**config.mk**
```make
export PLATFORM = sky130hd
export DESIGN_NAME = apb_slv_adapter
export DESIGN_NICKNAME = d
export VERILOG_FILES = /design/src/rtl/apb_slv_adapter.sv
export SDC_FILE = /design/constraint.sdc
export NUM_CORES = 1
export LEC_CHECK = 0
export ABC_AREA = 1
export CORE_UTILIZATION = 43
export DETAILED_ROUTE_END_ITERATION = 8
export HOLD_SLACK_MARGIN = 0.08
export PLACE_DENSITY_LB_ADDON = 0.15
export RECOVER_POWER = 25
export SETUP_SLACK_MARGIN = 0.5
export SLEW_MARGIN = 20
export SYNTH_ARGS = -nofsm -noshare
export SYNTH_HDL_FRONTEND = slang
export SYNTH_SLANG_ARGS = --single-unit
```
**constraint.sdc**
```tcl
create_clock -name i_clk -period 2 [get_ports i_clk]
set_input_delay 0.3 -clock i_clk [delete_from_list [all_inputs] [get_ports i_clk]]
set_output_delay 0.3 -clock i_clk [all_outputs]
set_load 0.01 [all_outputs]
```
**src/rtl/apb_slv_adapter.sv**
```systemverilog
// APB completer front-end: turns one APB transfer into a valid/ready request to a
// peripheral core, waits for its response and bounds the wait with a timeout.
module apb_slv_adapter #(
    parameter int unsigned ADDR_BITS = 12,
    parameter int unsigned TIMEOUT   = 255
) (
    input  logic                 i_clk,
    input  logic                 i_nrst,
    input  logic                 i_psel,
    input  logic                 i_penable,
    input  logic                 i_pwrite,
    input  logic [31:0]          i_paddr,
    input  logic [31:0]          i_pwdata,
    input  logic [3:0]           i_pstrb,
    input  logic [2:0]           i_pprot,
    output logic                 o_pready,
    output logic [31:0]          o_prdata,
    output logic                 o_pslverr,
    output logic                 o_req_valid,
    input  logic                 i_req_ready,
    output logic [ADDR_BITS-1:0] o_req_addr,
    output logic                 o_req_write,
    output logic [31:0]          o_req_wdata,
    output logic [3:0]           o_req_wstrb,
    output logic [2:0]           o_req_prot,
    input  logic                 i_resp_valid,
    input  logic [31:0]          i_resp_rdata,
    input  logic                 i_resp_err
);

    localparam int unsigned      CNT_W    = (TIMEOUT > 0) ? $clog2(TIMEOUT + 1) : 1;
    localparam logic [CNT_W-1:0] TMO_C    = CNT_W'(TIMEOUT);
    localparam logic             TMO_EN_C = (TIMEOUT != 0);

    typedef enum logic [1:0] {
        ST_IDLE = 2'd0,
        ST_REQ  = 2'd1,
        ST_WAIT = 2'd2,
        ST_DONE = 2'd3
    } state_e;

    state_e                 state_q;
    logic [CNT_W-1:0]       cnt_q;
    logic [CNT_W-1:0]       cnt_d;
    logic                   tmo_s;
    logic                   unused_paddr_s;

    logic                   pready_q;
    logic [31:0]            prdata_q;
    logic                   pslverr_q;
    logic                   req_valid_q;
    logic [ADDR_BITS-1:0]   req_addr_q;
    logic                   req_write_q;
    logic [31:0]            req_wdata_q;
    logic [3:0]             req_wstrb_q;
    logic [2:0]             req_prot_q;

    // Only the peripheral-local offset is forwarded; upper address bits decode the select.
    assign unused_paddr_s = ^i_paddr[31:ADDR_BITS];

    assign cnt_d = (cnt_q == TMO_C) ? cnt_q : cnt_q + CNT_W'(1);
    assign tmo_s = TMO_EN_C && (cnt_q == TMO_C);

    // Transfer sequencer: capture, request, response/timeout, one-cycle completion.
    always_ff @(posedge i_clk or negedge i_nrst) begin
        if (!i_nrst) begin
            state_q     <= ST_IDLE;
            cnt_q       <= '0;
            pready_q    <= 1'b0;
            prdata_q    <= 32'h0;
            pslverr_q   <= 1'b0;
            req_valid_q <= 1'b0;
            req_addr_q  <= '0;
            req_write_q <= 1'b0;
            req_wdata_q <= 32'h0;
            req_wstrb_q <= 4'h0;
            req_prot_q  <= 3'h0;
        end else begin
            case (state_q)
                ST_IDLE: begin
                    if (i_psel && !i_penable) begin
                        req_addr_q  <= i_paddr[ADDR_BITS-1:0];
                        req_write_q <= i_pwrite;
                        req_wdata_q <= i_pwdata;
                        req_wstrb_q <= i_pwrite ? i_pstrb : 4'h0;
                        req_prot_q  <= i_pprot;
                        cnt_q       <= '0;
                        req_valid_q <= 1'b1;
                        state_q     <= ST_REQ;
                    end
                end
                ST_REQ: begin
                    cnt_q <= cnt_d;
                    if (i_req_ready) begin
                        req_valid_q <= 1'b0;
                        state_q     <= ST_WAIT;
                    end else if (tmo_s) begin
                        req_valid_q <= 1'b0;
                        pready_q    <= 1'b1;
                        pslverr_q   <= 1'b1;
                        prdata_q    <= 32'h0;
                        state_q     <= ST_DONE;
                    end
                end
                ST_WAIT: begin
                    cnt_q <= cnt_d;
                    // A real response in the same cycle as expiry takes precedence.
                    if (i_resp_valid) begin
                        prdata_q  <= req_write_q ? 32'h0 : i_resp_rdata;
                        pslverr_q <= i_resp_err;
                        pready_q  <= 1'b1;
                        state_q   <= ST_DONE;
                    end else if (tmo_s) begin
                        prdata_q  <= 32'h0;
                        pslverr_q <= 1'b1;
                        pready_q  <= 1'b1;
                        state_q   <= ST_DONE;
                    end
                end
                ST_DONE: begin
                    pready_q  <= 1'b0;
                    prdata_q  <= 32'h0;
                    pslverr_q <= 1'b0;
                    state_q   <= ST_IDLE;
                end
                default: begin
                    pready_q    <= 1'b0;
                    prdata_q    <= 32'h0;
                    pslverr_q   <= 1'b0;
                    req_valid_q <= 1'b0;
                    state_q     <= ST_IDLE;
                end
            endcase
        end
    end

    assign o_pready    = pready_q;
    assign o_prdata    = prdata_q;
    assign o_pslverr   = pslverr_q;
    assign o_req_valid = req_valid_q;
    assign o_req_addr  = req_addr_q;
    assign o_req_write = req_write_q;
    assign o_req_wdata = req_wdata_q;
    assign o_req_wstrb = req_wstrb_q;
    assign o_req_prot  = req_prot_q;

endmodule

```
==> metrics <==
first-pass GRT wire length=21900 um; via/cell ratio=5.03; ant diodes=0; fin crit period=1.68 ns; CP Launch Type=flop; Worst-Skew Late Latency=0.36 ns; vias=~4800; final slew viol count=0; CTS root buf=clkbuf_8; Total GRT Usage=24.6%; RSZ-0062 raised after global routing=yes; register area share after synthesis=51.7%; Detailed Place HPWL=8700 um; vias in the first global route=4472; DR WL/cell=17.1 um; Hold Vio Cnt, Final=0; Post-Syn Area=~4700 um2; VDD IR max=0.665 mV; worst hold path cell count=2; top cell type's share of synthesized area=51.7%; Max-Cap Viols=0; final net count=slightly above 900; Mapped Cells=582; syn nets=700; Syn-to-layout area delta=67.5%; multi-input logic area=2090 um2; Reg area=2430 um2; Die X=106 um; DR iter-0 viols=276; CTS H-tree depth=3; post-route ant nets=0; share of post-route cells with drive strength above 1=22.6%; Core Box Area=approximately 10000 um2; setup total negative slack=0 ns; Longest Clk Path Bufs=2; commonest non-fill, non-tap cells in the layout=nand2_1, dfrtp_1, clkdlybuf4s50_1, dlygate4sd2_1, inv_1; Post-Syn Area per Cell=approximately 8 um2; grt total ovfl=0; crit end category=flop; Power per Cell Area=1270 nW/um2; clock transition at the registers of the reported paths=0.09 ns; final WL=16100 um; clock sinks=97; switching pwr=4050 uW; Initial DRT Pass Iterations=4; IO Port Bufs=177; Tot Pwr=around 10000 uW; post-synthesis async set-or-reset flop share=100%; Critical Path AT=around 1.9 ns; WP data required=2.25 ns; slew margin rel.=39.5%; global placer's final weighted congestion=approximately 0.8; leakage=0.00404 uW; cells on worst reg2reg path=9; largest area contributor in the netlist=dfrtp_1; largest net degree at the start of global routing=42; sw frac=between 40% and 50%; die height=approximately 110 um; Clk pwr share=12.7%; status=finished, final reports clean; I/O pin cnt=198; Logic pwr share=54.5%; Reg power frac=32.8%; TritonCTS clock tree=yes; Synth Warn #=0; CP Class=flop to flop; post-synth cell types=30; period utilisation layout=a little over four fifths; final hold slack=around 0.47 ns; initial core utilization=44.9%; die area=11300 um2; crit path max fanout=6; Core Util, Final=75.2%; Post-synth EDFFs=0; final-report setup violation count=0; Hold Crit Class=flop to flop; clock skew=around 0.0040 ns; synth top area cells=dfrtp_1, nand2_1, o21ai_1; Worst Tran Pin Value=0.908 ns; drt drc=0; P_int=5970 uW; fillcell total=between 700 and 800; fmax=0.595 GHz; initial antenna violation count=0; CTS Buf Count=9; Synth Flop Type=dfrtp_1; synthesis-stage register bit count=97; commonest non-fill, non-tap cell in the layout=nand2_1; Rows=37
-- per-layer routing --
| metal | up-vias | track usage [%] | routed length (um) |
|---|---|---|---|
| met5 | - | 0 | 0 |
| met4 | 0 | 8.12 | 365 |
| met3 | 30 | 4.41 | 969 |
| met2 | 184 | 43.2 | 8360 |
| met1 | 2280 | 30.6 | 6460 |
| li1 | 2261 | - | - |
-- stage by stage --
step	setup slack, ns	std cells	cell area, um2
final	0.321	946	7860
after global routing	0.249	946	7860
after global placement	0.183	880	6600
after detailed placement	0.123	880	6600
after CTS	0.381	923	7160
after floorplan	0.412	582	4750
-- area by class of cell --
class / count / share of cell area [%]
clock buffers: 13 / 2.28
repair inverters: 5 / 1.05
inverters: 87 / 4.39
clock inverters: 3 / 0.270
multi-input cells: 369 / 26.6
repair buffers: 236 / 32.4
flip-flops and latches: 97 / 30.9
well taps: 136 / 2.16
-- logic make-up after synthesis --
group                      Yosys count  share of synthesized area, %
and+or+nand+nor                    270                          23.7
buffers and inverters              116                          11.8
DFF                                 97                          51.7
AOI/OAI and AO/OA                   91                          10.8
adders and majority gates            7                          1.87
xor gates and xnor gates             1                         0.187
-- worst max-delay path, cell delays in order, from the launching register on --
cell and delay [ns]:
dfrtp_2 0.43, inv_2 0.12, ha_4 0.18, inv_4 0.05
nor3_4 0.21, buf_12 0.14, clkbuf_16 0.19, inv_8 0.06
nand2_1 0.09, nand2_1 0.07
-- flip-flops by register name, summed over array words and instances, names as in the netlist, 2 cells and up --
name / cells
o_req_prot: 3
o_req_wstrb: 4
o_req_addr: 12
o_req_wdata: 32
state_q: 2
cnt_q: 8
o_prdata: 32
-- power by group through the flow --
| stage | Clock, uW | Combinational (uW) | Sequential [uW] |
|---|---|---|---|
| global route | 1380 | 5870 | 3380 |
| CTS | 1290 | 4430 | 3180 |
| floorplan | 0 | 1860 | 3570 |
| finish | 1280 | 5460 | 3280 |
| detailed placement | 0 | 4300 | 3260 |
| global placement | 0 | 4190 | 3220 |
-- cells in the mapped netlist, types with 4 or more instances --
cell,n
nor2_1,6
buf_6,13
dfrtp_1,97
inv_1,85
buf_1,4
buf_2,6
nand2_1,207
a21oi_1,5
nand3_1,48
o21ai_1,72
ha_1,7
-- timing repair --
action,4_1_cts,5_1_grt
hold buffers,1,0
pin swaps,5,19
endpoints found under the hold margin,30,0
gates cloned,6,15
endpoints found under the setup margin,184,96
resized for setup,114,113
buffers inserted,20,8
-- final timing paths --
kind,slack [ns],startpoint,to
worst max-delay path,0.32,state_q[1]$_DFFE_PN0P_,o_req_wdata[18]$_DFFE_PN0P_
worst max register to register,0.32,state_q[1]$_DFFE_PN0P_,o_req_wdata[18]$_DFFE_PN0P_
max in group asynchronous,0.50,i_nrst,o_pslverr$_DFFE_PN0P_
worst min-delay path,0.47,o_req_wdata[6]$_DFFE_PN0P_,o_req_wdata[6]$_DFFE_PN0P_
worst min register to register,0.47,o_req_wdata[6]$_DFFE_PN0P_,o_req_wdata[6]$_DFFE_PN0P_
min in group asynchronous,0.61,i_nrst,o_req_wdata[2]$_DFFE_PN0P_
No activity file was read; power rests on OpenSTA's default activity.
